**config.mk**
```make
export PLATFORM = sky130hd
export DESIGN_NAME = octant_path_scheduler
export DESIGN_NICKNAME = d
export VERILOG_FILES = /design/src/rtl/octant_pkg.sv /design/src/rtl/octant_step.sv /design/src/rtl/octant_path_scheduler.sv
export SDC_FILE = /design/constraint.sdc
export NUM_CORES = 1
export LEC_CHECK = 0
export CAP_MARGIN = 20
export CORE_AREA = 2 2 206 208
export CTS_BUF_LIST = sky130_fd_sc_hd__clkbuf_8
export CTS_CLUSTER_SIZE = 20
export DETAILED_ROUTE_END_ITERATION = 6
export DIE_AREA = 0 0 208 210
export GPL_TIMING_DRIVEN = 0
export HOLD_SLACK_MARGIN = 0.06
export PLACE_DENSITY = 0.74
export SKIP_CTS_REPAIR_TIMING = 1
export SLEW_MARGIN = 20
export SYNTH_ARGS = -nofsm -noshare
export SYNTH_HDL_FRONTEND = slang
export SYNTH_SLANG_ARGS = --single-unit
```
**constraint.sdc**
```tcl
create_clock -name i_clk -period 6.1 [get_ports i_clk]
set_input_delay 1.525 -clock i_clk [delete_from_list [all_inputs] [get_ports i_clk]]
set_output_delay 1.525 -clock i_clk [all_outputs]
set_load 0.05 [all_outputs]
```
**src/rtl/octant_pkg.sv**
```systemverilog
// Shared types and field layout for the octree path scheduler.
// Bounds buses pack {x, y, z, pad} from MSB down, 16 bits per field.
package octant_pkg;

    localparam int AXIS_W = 16;
    localparam int X_HI   = 63;
    localparam int Y_HI   = 47;
    localparam int Z_HI   = 31;
    localparam int BOX_W  = 6 * AXIS_W;

    // Octant code bit order: {x, y, z} from MSB to LSB.
    localparam int OCT_X_BIT = 2;
    localparam int OCT_Y_BIT = 1;
    localparam int OCT_Z_BIT = 0;

    typedef enum logic [2:0] {
        ST_IDLE    = 3'd0,
        ST_LOAD    = 3'd1,
        ST_DESCEND = 3'd2,
        ST_EMIT    = 3'd3,
        ST_DONE    = 3'd4
    } state_e;

    typedef struct packed {
        logic signed [AXIS_W-1:0] min_x;
        logic signed [AXIS_W-1:0] min_y;
        logic signed [AXIS_W-1:0] min_z;
        logic signed [AXIS_W-1:0] max_x;
        logic signed [AXIS_W-1:0] max_y;
        logic signed [AXIS_W-1:0] max_z;
    } box_t;

    function automatic logic signed [AXIS_W-1:0] axis_field(input logic [63:0] v, input int hi);
        return v[hi -: AXIS_W];
    endfunction

endpackage

```
**src/rtl/octant_step.sv**
```systemverilog
// One level of octree descent: splits the box at its midpoint and picks the
// child octant containing the point. Purely combinational.
module octant_step
    import octant_pkg::*;
(
    input  logic [BOX_W-1:0]  i_box,
    input  logic [AXIS_W-1:0] i_x,
    input  logic [AXIS_W-1:0] i_y,
    input  logic [AXIS_W-1:0] i_z,
    output logic [2:0]        o_oct,
    output logic [BOX_W-1:0]  o_child
);

    box_t box;
    box_t child;
    logic signed [AXIS_W-1:0] mid_x;
    logic signed [AXIS_W-1:0] mid_y;
    logic signed [AXIS_W-1:0] mid_z;

    // Sum in one extra bit so the midpoint never overflows, then floor-halve.
    function automatic logic signed [AXIS_W-1:0] midpoint(
        input logic signed [AXIS_W-1:0] a,
        input logic signed [AXIS_W-1:0] b
    );
        logic signed [AXIS_W:0] sum;
        sum = {a[AXIS_W-1], a} + {b[AXIS_W-1], b};
        return AXIS_W'(sum >>> 1);
    endfunction

    always_comb begin
        box   = box_t'(i_box);
        mid_x = midpoint(box.min_x, box.max_x);
        mid_y = midpoint(box.min_y, box.max_y);
        mid_z = midpoint(box.min_z, box.max_z);

        o_oct            = '0;
        o_oct[OCT_X_BIT] = $signed(i_x) >= mid_x;
        o_oct[OCT_Y_BIT] = $signed(i_y) >= mid_y;
        o_oct[OCT_Z_BIT] = $signed(i_z) >= mid_z;

        child = box;
        if (o_oct[OCT_X_BIT]) child.min_x = mid_x; else child.max_x = mid_x;
        if (o_oct[OCT_Y_BIT]) child.min_y = mid_y; else child.max_y = mid_y;
        if (o_oct[OCT_Z_BIT]) child.min_z = mid_z; else child.max_z = mid_z;
        o_child = child;
    end

endmodule

```
**src/rtl/octant_path_scheduler.sv**
```systemverilog
// Walks the packed point cloud, descends MAX_DEPTH octree levels per point and
// hands each root-first octant path downstream over valid/ready.
module octant_path_scheduler
    import octant_pkg::*;
#(
    parameter int MAX_DEPTH = 14,
    parameter int N_MAX     = 7,
    parameter int CNT_W     = 8
)
(
    input  logic                   i_clk,
    input  logic                   i_rst,
    input  logic                   i_en,
    input  logic [CNT_W-1:0]       i_point_cloud_size,
    input  logic [16*N_MAX-1:0]    i_points_x,
    input  logic [16*N_MAX-1:0]    i_points_y,
    input  logic [16*N_MAX-1:0]    i_points_z,
    input  logic [63:0]            i_near_bottom_left,
    input  logic [63:0]            i_far_top_right,
    output logic [3*MAX_DEPTH-1:0] o_code,
    output logic [CNT_W-1:0]       o_point_idx,
    output logic                   o_valid,
    input  logic                   i_ready,
    output logic                   o_busy,
    output logic                   o_finish
);

    localparam int CODE_W = 3 * MAX_DEPTH;
    localparam int LVL_W  = $clog2(MAX_DEPTH);

    state_e state_q, state_d;
    logic                armed_q, armed_d;
    logic [CNT_W-1:0]    count_q, count_d;
    logic [CNT_W-1:0]    idx_q, idx_d;
    logic [LVL_W-1:0]    level_q, level_d;
    logic [CODE_W-1:0]   code_q, code_d;
    logic [BOX_W-1:0]    bounds_q, bounds_d;
    logic [BOX_W-1:0]    box_q, box_d;
    logic [AXIS_W-1:0]   pt_x_q, pt_x_d;
    logic [AXIS_W-1:0]   pt_y_q, pt_y_d;
    logic [AXIS_W-1:0]   pt_z_q, pt_z_d;

    logic                start;
    logic                last_point;
    logic [CNT_W-1:0]    clamped_size;
    box_t                start_box;
    logic [2:0]          step_oct;
    logic [BOX_W-1:0]    step_child;
    logic                unused_pad;

    assign unused_pad   = ^{i_near_bottom_left[15:0], i_far_top_right[15:0]};
    assign clamped_size = (i_point_cloud_size > CNT_W'(N_MAX)) ? CNT_W'(N_MAX) : i_point_cloud_size;
    assign start        = (state_q == ST_IDLE) && i_en && armed_q;
    assign last_point   = (idx_q == count_q - CNT_W'(1));

    octant_step u_step (
        .i_box   (box_q),
        .i_x     (pt_x_q),
        .i_y     (pt_y_q),
        .i_z     (pt_z_q),
        .o_oct   (step_oct),
        .o_child (step_child)
    );

    always_ff @(posedge i_clk) begin
        if (i_rst) state_q <= ST_IDLE;
        else       state_q <= state_d;
    end

    always_comb begin
        state_d = state_q;
        case (state_q)
            ST_IDLE:    if (start) state_d = (clamped_size == '0) ? ST_DONE : ST_LOAD;
            ST_LOAD:    state_d = ST_DESCEND;
            ST_DESCEND: if (level_q == LVL_W'(MAX_DEPTH - 1)) state_d = ST_EMIT;
            ST_EMIT:    if (i_ready) state_d = last_point ? ST_DONE : ST_LOAD;
            ST_DONE:    state_d = ST_IDLE;
            default:    state_d = ST_IDLE;
        endcase
    end

    always_comb begin
        start_box       = '0;
        start_box.min_x = axis_field(i_near_bottom_left, X_HI);
        start_box.min_y = axis_field(i_near_bottom_left, Y_HI);
        start_box.min_z = axis_field(i_near_bottom_left, Z_HI);
        start_box.max_x = axis_field(i_far_top_right, X_HI);
        start_box.max_y = axis_field(i_far_top_right, Y_HI);
        start_box.max_z = axis_field(i_far_top_right, Z_HI);
    end

    always_comb begin
        armed_d  = armed_q;
        count_d  = count_q;
        idx_d    = idx_q;
        level_d  = level_q;
        code_d   = code_q;
        bounds_d = bounds_q;
        box_d    = box_q;
        pt_x_d   = pt_x_q;
        pt_y_d   = pt_y_q;
        pt_z_d   = pt_z_q;

        // A start consumes the arm; it only comes back once i_en is seen low.
        if (!i_en)      armed_d = 1'b1;
        else if (start) armed_d = 1'b0;

        case (state_q)
            ST_IDLE: begin
                if (start) begin
                    bounds_d = start_box;
                    count_d  = clamped_size;
                    idx_d    = '0;
                end
            end
            ST_LOAD: begin
                box_d   = bounds_q;
                level_d = '0;
                code_d  = '0;
                for (int k = 0; k < N_MAX; k++) begin
                    if (idx_q == CNT_W'(k)) begin
                        pt_x_d = i_points_x[16*k +: 16];
                        pt_y_d = i_points_y[16*k +: 16];
                        pt_z_d = i_points_z[16*k +: 16];
                    end
                end
            end
            ST_DESCEND: begin
                box_d   = step_child;
                level_d = level_q + LVL_W'(1);
                for (int d = 0; d < MAX_DEPTH; d++) begin
                    if (level_q == LVL_W'(d)) code_d[3*(MAX_DEPTH-1-d) +: 3] = step_oct;
                end
            end
            ST_EMIT: begin
                if (i_ready) idx_d = idx_q + CNT_W'(1);
            end
            default: ;
        endcase
    end

    always_ff @(posedge i_clk) begin
        if (i_rst) begin
            armed_q <= 1'b1;
            count_q <= '0;
            idx_q   <= '0;
            level_q <= '0;
            code_q  <= '0;
        end else begin
            armed_q <= armed_d;
            count_q <= count_d;
            idx_q   <= idx_d;
            level_q <= level_d;
            code_q  <= code_d;
        end
    end

    // Geometry registers carry no reset; they are always reloaded before use.
    always_ff @(posedge i_clk) begin
        bounds_q <= bounds_d;
        box_q    <= box_d;
        pt_x_q   <= pt_x_d;
        pt_y_q   <= pt_y_d;
        pt_z_q   <= pt_z_d;
    end

    always_comb begin
        o_valid     = (state_q == ST_EMIT);
        o_busy      = (state_q != ST_IDLE);
        o_finish    = (state_q == ST_DONE);
        o_code      = code_q;
        o_point_idx = idx_q;
    end

endmodule

```
==> impl_summary.log, run 1 <==
INFO  metric antenna_found_initial = 21
INFO  metric maximum_number_of_pins_on_one_net_before_global_route_repair = 52
INFO  metric grt.met2_usage = 57.9%
INFO  metric tritoncts = done
INFO  metric power_density = 390 nW/um2
INFO  metric timing.max_cap.violations = 0
INFO  metric multi_input_area = 8640 um2
INFO  metric path_max_fanout = 16
INFO  metric vias = 17863
INFO  metric totalWireLength = 75300 um
INFO  metric synth.yosys.seq_area_share = 47.7%
INFO  metric final.period_utilization = 92.6%
INFO  metric postSynthRegisterBits = 306
INFO  metric worst_path_arrival = 5.87 ns
INFO  metric fillers = 3589
INFO  metric floorplan.io_pins = 529
INFO  metric cts_root_buffer = clkbuf_8
INFO  metric layout.area.seq = 8530 um2
INFO  metric power.share.switching = 41.7%
INFO  metric synth_largest_area_cell = edfxtp_1
INFO  metric vias_in_the_first_global_route = 17681
INFO  metric core_area = 41500 um2
INFO  metric synth_top_area_share = 40.3%
INFO  metric relative_max_transition_margin = 28.8%
INFO  metric synthCells = 1888
INFO  metric layout_commonest_cell = clkdlybuf4s50_1
INFO  metric clock_skew = 0.0269 ns
INFO  metric clock_tree.buffer_depth = 3
INFO  metric crit_buf_inv = 1
INFO  metric grt_first_pass_wirelength = 110000 um
INFO  metric crit_path_cell_trace = ha_1 -> a21oi_1 -> a21oi_1 -> o21ai_0 -> a31oi_1 -> a21oi_1 -> xor2_1 -> ha_1 -> nand4_1 -> nor4_1 -> o21ai_1 -> o2111ai_1 -> mux2i_1 -> clkbuf_1 -> a21o_1
INFO  metric final_min_period = 5.65 ns
INFO  metric run_status = finished clean
INFO  metric criticalPathCategory = flop to flop
INFO  metric yosys_warnings = 0
INFO  metric hold-worst-slack = 0.449 ns
INFO  metric cp_common_cell = a21oi_1
INFO  metric numClockSinks = 306
INFO  metric start_util = 43.1%
INFO  metric die-area = 43700 um2
INFO  metric die_x = 208 um
INFO  metric power = 0.00959 W
INFO  metric synth.cell_area = 17900 um2
INFO  metric startpoint_type = flop
INFO  metric mostFrequentLayoutCells = 495 x clkdlybuf4s50_1, 254 x nand2_1, 240 x edfxtp_1
INFO  metric wl_per_cell = 24.9 um
INFO  metric reg2reg_slack = 0.45 ns
INFO  metric global_router_s_overall_resource_usage = 33.3%
INFO  metric timing.hold.worst.class = flop to flop
INFO  metric p_leak = 9.25 nW
INFO  metric final_antenna_net_count = 0
INFO  metric grt-ovfl-total = 0
INFO  metric syn-mean-instance-area = 9.47 um2
INFO  metric drt_first_pass_iters = 6
INFO  metric clk_latency = 0.60 ns
INFO  metric timing.final.max_slew_violations = 0
INFO  metric worst_pin_slew = 1.06 ns
INFO  metric async_reset_ff_share = 0%
INFO  metric std_cell_rows = 75
INFO  metric cts_max_level = 2
INFO  metric nets_final = 3020
INFO  metric intPower = 0.00559 W
INFO  metric share_comb_of_total_power = 50.2%
INFO  metric cts_buffers = 48
INFO  metric routed_via_density = 5.91
INFO  metric cp_data_required_time = 6.32 ns
INFO  metric global_route.usage.met3 = 5.94%
INFO  metric hpwlAfterDp = 60700 um
INFO  metric post_synth_main_area_contributors = edfxtp_1 40%, dfxtp_1 7.4%, ha_1 7.1%
INFO  metric die-height = 210 um
INFO  metric switching_power = 0.00400 W
INFO  metric area_growth = 37.6%
INFO  metric synth-main-ff-cell = edfxtp_1
INFO  metric dr.first_iter.drc_count = 1880
INFO  metric timing.critical_path.to_type = flop
INFO  metric setup_viol = 0
INFO  metric fmaxAchievable = 177 MHz
INFO  metric place.gp.congestion = 1.05
INFO  metric seq_power_share = 31.6%
INFO  metric synth_cell_types = 73
INFO  metric vdd.ir_drop.worst = 0.000237 V
INFO  metric slowest_stage = mux2i_1
INFO  metric clkTransAtPathRegs = 0.06 ns
INFO  metric grt_setup_unrepaired = no
INFO  metric total_drc_errors_in_the_routed_layout = 0
INFO  metric cpLargestDelayFamily = compound AO/OA/AOI/OAI gates
INFO  metric maximum_cell_stage_delay_along_the_critical_path = 0.74 ns
INFO  metric layout-drive-gt1-share = 4.57%
INFO  metric grt_use_met1 = 39.8%
INFO  metric post_synthesis_net_count = 2469
INFO  metric portBuffers = 495
INFO  metric top_usage_layer = met2
INFO  metric share_clk_of_total_power = 18.2%
INFO  metric post_synth_edffs = 240
INFO  metric final-hold-violation-count = 0
## per-stage QoR
step / setup WS, ns / std cells / setup TNS, ns / util, % / cell area [um2]
2_1_floorplan: 0.587 / 1888 / 0 / - / 17900
3_3_place_gp: -1.69 / 2922 / -126.25 / 56.7 / 23500
3_5_place_dp: 0.552 / 2928 / 0 / 57.0 / 23600
4_1_cts: 0.518 / 3009 / 0 / 59.3 / 24600
5_1_grt: 0.0621 / 3023 / 0 / 59.3 / 24600
6_report: 0.450 / 3024 / 0 / 59.4 / 24600
## cells in the mapped netlist, drive strengths merged, types with 12 or more instances
master and instances:
buf 28, and3 49, a31oi 42, o211ai 17, edfxtp 240, nor2 153
dfxtp 66, o21ai 206, nand2 255, clkbuf 88, a21oi 114, o32ai 13
nand4 21, a21o 37, nand3 56, a22oi 33, nor3 17, inv 64
a211oi 15, ha 102, nor2b 13, xor2 25, xnor2 27, and2 13
a2bb2oi 12, o22ai 13, o221ai 39
## layer usage
| layer | up-vias | routed length (um) |
|---|---|---|
| li1 | 8177 | - |
| met1 | 8512 | 28800 |
| met2 | 986 | 36800 |
| met3 | 182 | 5740 |
| met4 | 6 | 3860 |
| met5 | - | 43 |
## path summary, 6_finish.rpt
| check | to | depth (start not counted) | start |
|---|---|---|---|
| max | box_q[29]$_DFFE_PP_ | 15 | box_q[18]$_DFFE_PP_ |
| min | o_code[0]$_SDFFE_PP0P_ | 2 | o_code[0]$_SDFFE_PP0P_ |
| max reg2reg | box_q[29]$_DFFE_PP_ | 15 | box_q[18]$_DFFE_PP_ |
| min reg2reg | o_code[0]$_SDFFE_PP0P_ | 2 | o_code[0]$_SDFFE_PP0P_ |
## power by group through the flow
stage               registers [W]  clock network [W]  logic [W]
floorplan                 0.00314                  0    0.00294
global placement          0.00309                  0    0.00448
detailed placement        0.00306                  0    0.00471
CTS                       0.00303            0.00178    0.00474
global route              0.00307            0.00185    0.00528
finish                    0.00303            0.00174    0.00482
## worst register-to-register path: stages, from the launching register on
cell	delay [ns]
edfxtp_1	0.38
ha_1	0.37
a21oi_1	0.21
a21oi_1	0.12
o21ai_0	0.40
a31oi_1	0.27
a21oi_1	0.23
xor2_1	0.29
ha_1	0.17
nand4_1	0.15
nor4_1	0.38
o21ai_1	0.13
o2111ai_1	0.14
mux2i_1	0.74
clkbuf_1	0.57
a21o_1	0.72
## sequential cells by signal, summed over array words and instances (netlist names)
signal / count
pt_y_q: 16
box_q: 96
o_code: 42
pt_x_q: 16
pt_z_q: 16
count_q: 8
bounds_q: 96
o_point_idx: 8
level_q: 4
state_q: 3
armed_q: 1
## kinds of logic (layout without fill, tap and decap cells)
logic type	after synthesis	in the layout	share of synthesized area, %
AO/OA/AOI/OAI	607	607	21.4
other	0	15	0
adder cells (fa/ha/maj)	105	105	7.47
AND/OR/NAND/NOR	625	625	16.1
flip-flops	306	306	47.7
buffers and inverters	182	764	4.13
XOR/XNOR	52	52	2.55
multiplexers	11	11	0.651
## layout make-up
cell class / count / share of cell area, %
flip-flops and latches: 306 / 34.6
multi-input cells: 1400 / 35.1
plain buffers: 116 / 2.01
well taps: 539 / 2.74
inverters: 66 / 1.01
repair buffers: 501 / 20.6
clock inverters: 27 / 0.778
clock buffers: 54 / 3.02
diodes: 15 / 0.152
Power figures use the tool's default switching activity.
==> inputs of run 2 (changes only) <==
--- a/config.mk
+++ b/config.mk
@@ -7,7 +7,8 @@
 export LEC_CHECK = 0
 export CAP_MARGIN = 20
 export CORE_AREA = 2 2 206 208
-export CTS_BUF_LIST = sky130_fd_sc_hd__clkbuf_8
+export CTS_BUF_LIST = sky130_fd_sc_hd__clkbuf_4 sky130_fd_sc_hd__clkbuf_8
+export CTS_CLUSTER_DIAMETER = 120
 export CTS_CLUSTER_SIZE = 20
 export DETAILED_ROUTE_END_ITERATION = 6
 export DIE_AREA = 0 0 208 210
==> run 2 against run 1 <==
The flow now finishes with violations (design-rule violations). Critical path depth is the same. Core utilization shrank 1.4 points. Total power shrank 7.8%. Design area shrank 2.4%. Hold slack gained 0.017 ns. First-iteration DRC count shrank 1.4%. Setup slack lost 0.015 ns. Non-clock buffer count is the same. Clock power shrank 42%. Via count shrank 1.7%. Critical path type unchanged. Largest cell class unchanged.
==> impl_summary.log, run 2 (synthesis gave the netlist of run 1 again) <==
INFO  metric criticalPathCategory = flop to flop (unchanged)
INFO  metric timing.critical_path.to_type = flop (unchanged)
INFO  metric setup_viol = 0 (unchanged)
INFO  metric startpoint_type = flop (unchanged)
INFO  metric run_status = finished, violations left (was finished clean)
INFO  metric multi_input_area = 8640 um2 (unchanged)
INFO  metric nets_final = 2991 (was 3020)
INFO  metric final_antenna_net_count = 0 (unchanged)
INFO  metric wl_per_cell = 25.0 um (was 24.9 um)
INFO  metric power_density = 368 nW/um2 (was 390 nW/um2)
INFO  metric fmaxAchievable = 177 MHz (about the same)
INFO  metric reg2reg_from = box_q[18]$_DFFE_PP_ (unchanged)
INFO  metric core_area = 41500 um2 (unchanged)
INFO  metric violations = design-rule violations
INFO  metric hpwlAfterDp = 60700 um (unchanged)
INFO  metric routed_via_density = 5.91 (about the same)
INFO  metric final-hold-violation-count = 0 (unchanged)
INFO  metric die-area = 43700 um2 (unchanged)
INFO  metric cp_common_cell = a21oi_1 (unchanged)
INFO  metric global_router_s_overall_resource_usage = 32.9% (was 33.3%)
INFO  metric clk_latency = 0.60 ns (about the same)
INFO  metric timing.hold.worst.class = flop to flop (unchanged)
INFO  metric area_growth = 34.3% (was 37.6%)
INFO  metric worst_setup_path_end = box_q[25]$_DFFE_PP_ (was box_q[29]$_DFFE_PP_)
INFO  metric grt_setup_unrepaired = no (unchanged)
INFO  metric maximum_cell_stage_delay_along_the_critical_path = 0.73 ns (was 0.74 ns)
INFO  metric clock_tree.buffer_depth = 3 (unchanged)
INFO  metric vias_in_the_first_global_route = 17275 (was 17681)
INFO  metric worst_pin_slew = 1.05 ns (was 1.06 ns)
INFO  metric path_max_fanout = 16 (unchanged)
INFO  metric final_min_period = 5.67 ns (was 5.65 ns)
INFO  metric cts_root_buffer = clkbuf_8 (unchanged)
INFO  metric vdd.ir_drop.worst = 0.000193 V (was 0.000237 V)
INFO  metric r2r.worst_path.cells = 15 (unchanged)
INFO  metric clock_skew = 0.0537 ns (was 0.0269 ns)
INFO  metric p_leak = 8.92 nW (was 9.25 nW)
INFO  metric portBuffers = 495 (unchanged)
INFO  metric vias = 17561 (was 17863)
INFO  metric r2r-end = box_q[25]$_DFFE_PP_ (was box_q[29]$_DFFE_PP_)
INFO  metric numClockSinks = 306 (unchanged)
INFO  metric floorplan.io_pins = 529 (unchanged)
INFO  metric reg2reg_slack = 0.43 ns (was 0.45 ns)
INFO  metric final.period_utilization = 92.9% (was 92.6%)
INFO  metric power = 0.00884 W (was 0.00959 W)
INFO  metric total_drc_errors_in_the_routed_layout = 1 (was 0)
INFO  metric critical_path.startpoint = box_q[18]$_DFFE_PP_ (unchanged)
INFO  metric std_cell_rows = 75 (unchanged)
INFO  metric antenna_found_initial = 20 (was 21)
INFO  metric maximum_number_of_pins_on_one_net_before_global_route_repair = 52 (unchanged)
INFO  metric cp_data_required_time = 6.31 ns (was 6.32 ns)
INFO  metric slowest_stage = mux2i_1 (unchanged)
INFO  metric dr.first_iter.drc_count = 1854 (was 1880)
INFO  metric cts_buffers = 19 (was 48)
INFO  metric place.gp.congestion = 1.05 (unchanged)
INFO  metric crit_path_cell_trace = ha_1 -> a21oi_1 -> a21oi_1 -> o21ai_0 -> a31oi_1 -> a21oi_1 -> xor2_1 -> ha_1 -> nand4_1 -> nor4_1 -> o21ai_1 -> o2111ai_1 -> mux2i_1 -> clkbuf_1 -> a21o_1 (unchanged)
INFO  metric relative_max_transition_margin = 29.1% (was 28.8%)
INFO  metric grt-ovfl-total = 0 (unchanged)
INFO  metric die-height = 210 um (unchanged)
INFO  metric fillers = 3637 (was 3589)
INFO  metric layout-drive-gt1-share = 3.27% (was 4.57%)
INFO  metric totalWireLength = 74400 um (was 75300 um)
INFO  metric hold_path_depth = 2 (unchanged)
INFO  metric start_util = 43.1% (unchanged)
INFO  metric grt_first_pass_wirelength = 108000 um (was 110000 um)
INFO  metric drt_first_pass_iters = 7 (was 6)
INFO  metric clkTransAtPathRegs = 0.13 ns (was 0.06 ns)
INFO  metric timing.final.max_slew_violations = 0 (unchanged)
INFO  metric worst_path_arrival = 5.88 ns (was 5.87 ns)
INFO  metric layout_commonest_cell = clkdlybuf4s50_1 (unchanged)
INFO  metric layout.area.seq = 8530 um2 (unchanged)
INFO  metric cts_max_level = 1 (was 2)
INFO  metric tritoncts = done (unchanged)
INFO  metric die_x = 208 um (unchanged)
INFO  metric mostFrequentLayoutCells = 495 x clkdlybuf4s50_1, 254 x nand2_1, 240 x edfxtp_1 (unchanged)
INFO  metric finalSetupTns = 0 ns (unchanged)
INFO  metric timing.max_cap.violations = 0 (unchanged)
[run 2: cell types whose count changed in the layout (fill, tap and decap cells not counted)]
cell and change:
inv_1 -10, diode_2 -2, clkinvlp_4 +1, inv_12 +1, bufinv_16 -3, clkinv_2 -5, clkbuf_4 +8, clkbuf_8 -35
clkinv_1 -8, inv_6 -1
[run 2: stage by stage]
step	instances	hold WS, ns	utilization (%)	area, um2	setup slack [ns]
3_3_place_gp	2922	0.437	56.7	23500	-1.69
4_1_cts	2957	0.462	57.8	24000	0.495
3_5_place_dp	2928	0.445	57.0	23600	0.552
5_1_grt	2969	0.486	57.9	24000	0.0728
2_1_floorplan	1888	0.462	-	17900	0.587
6_report	2970	0.466	57.9	24000	0.435
[run 2: worst max-delay path: cells and delay by family, from the launching register on]
family | cells | cell delay (ns)
AOI/OAI and AO/OA | 8 | 2.21
muxes | 1 | 0.73
buffers and inverters | 1 | 0.55
adders and majority gates | 2 | 0.53
and+or+nand+nor | 2 | 0.53
DFF | 1 | 0.41
xor gates and xnor gates | 1 | 0.29
[run 2: layout make-up]
class,count,area share (%)
Clock inverter,2,0.0990
Timing Repair Buffer,501,21.1
Antenna cell,13,0.135
Multi-Input combinational cell,1400,36.0
Sequential cell,306,35.5
Buffer,116,2.06
Clock buffer,27,1.34
Inverter,66,1.03
Tap cell,539,2.81
[run 2: how the worst min path moves through the flow]
stage / start / endpoint
3_5_place_dp: o_code[1]$_SDFFE_PP0P_ / o_code[1]$_SDFFE_PP0P_
5_1_grt: o_code[0]$_SDFFE_PP0P_ / o_code[0]$_SDFFE_PP0P_
6_report: o_code[1]$_SDFFE_PP0P_ / o_code[1]$_SDFFE_PP0P_
2_1_floorplan: armed_q$_SDFFE_PP1P_ / armed_q$_SDFFE_PP1P_
3_3_place_gp: o_code[0]$_SDFFE_PP0P_ / o_code[0]$_SDFFE_PP0P_
4_1_cts: o_code[1]$_SDFFE_PP0P_ / o_code[1]$_SDFFE_PP0P_
[run 2: routing by layer]
metal | vias up | part of all wire [%] | global-route usage [%]
met5 | - | 0.077 | 0
met4 | 8 | 5.2 | 16.7
met3 | 163 | 7.4 | 4.72
met2 | 936 | 49 | 56.8
met1 | 8379 | 39 | 40.3
li1 | 8075 | - | -
[run 2: report_power, final]
part           internal [W]  total (W)  leakage (nW)  switching (W)
clock network      0.000348    0.00101         0.181       0.000657
registers           0.00284    0.00302          2.79       0.000176
logic               0.00181    0.00481          5.95        0.00301
==> inputs of run 3 (changes only) <==
--- a/config.mk
+++ b/config.mk
@@ -13,7 +13,7 @@
 export DETAILED_ROUTE_END_ITERATION = 6
 export DIE_AREA = 0 0 208 210
 export GPL_TIMING_DRIVEN = 0
-export HOLD_SLACK_MARGIN = 0.06
+export HOLD_SLACK_MARGIN = 0.03
 export PLACE_DENSITY = 0.74
 export SKIP_CTS_REPAIR_TIMING = 1
 export SLEW_MARGIN = 20
==> results of run 3 <==
The final DEF is identical to that of run 2; final timing and power are the same.
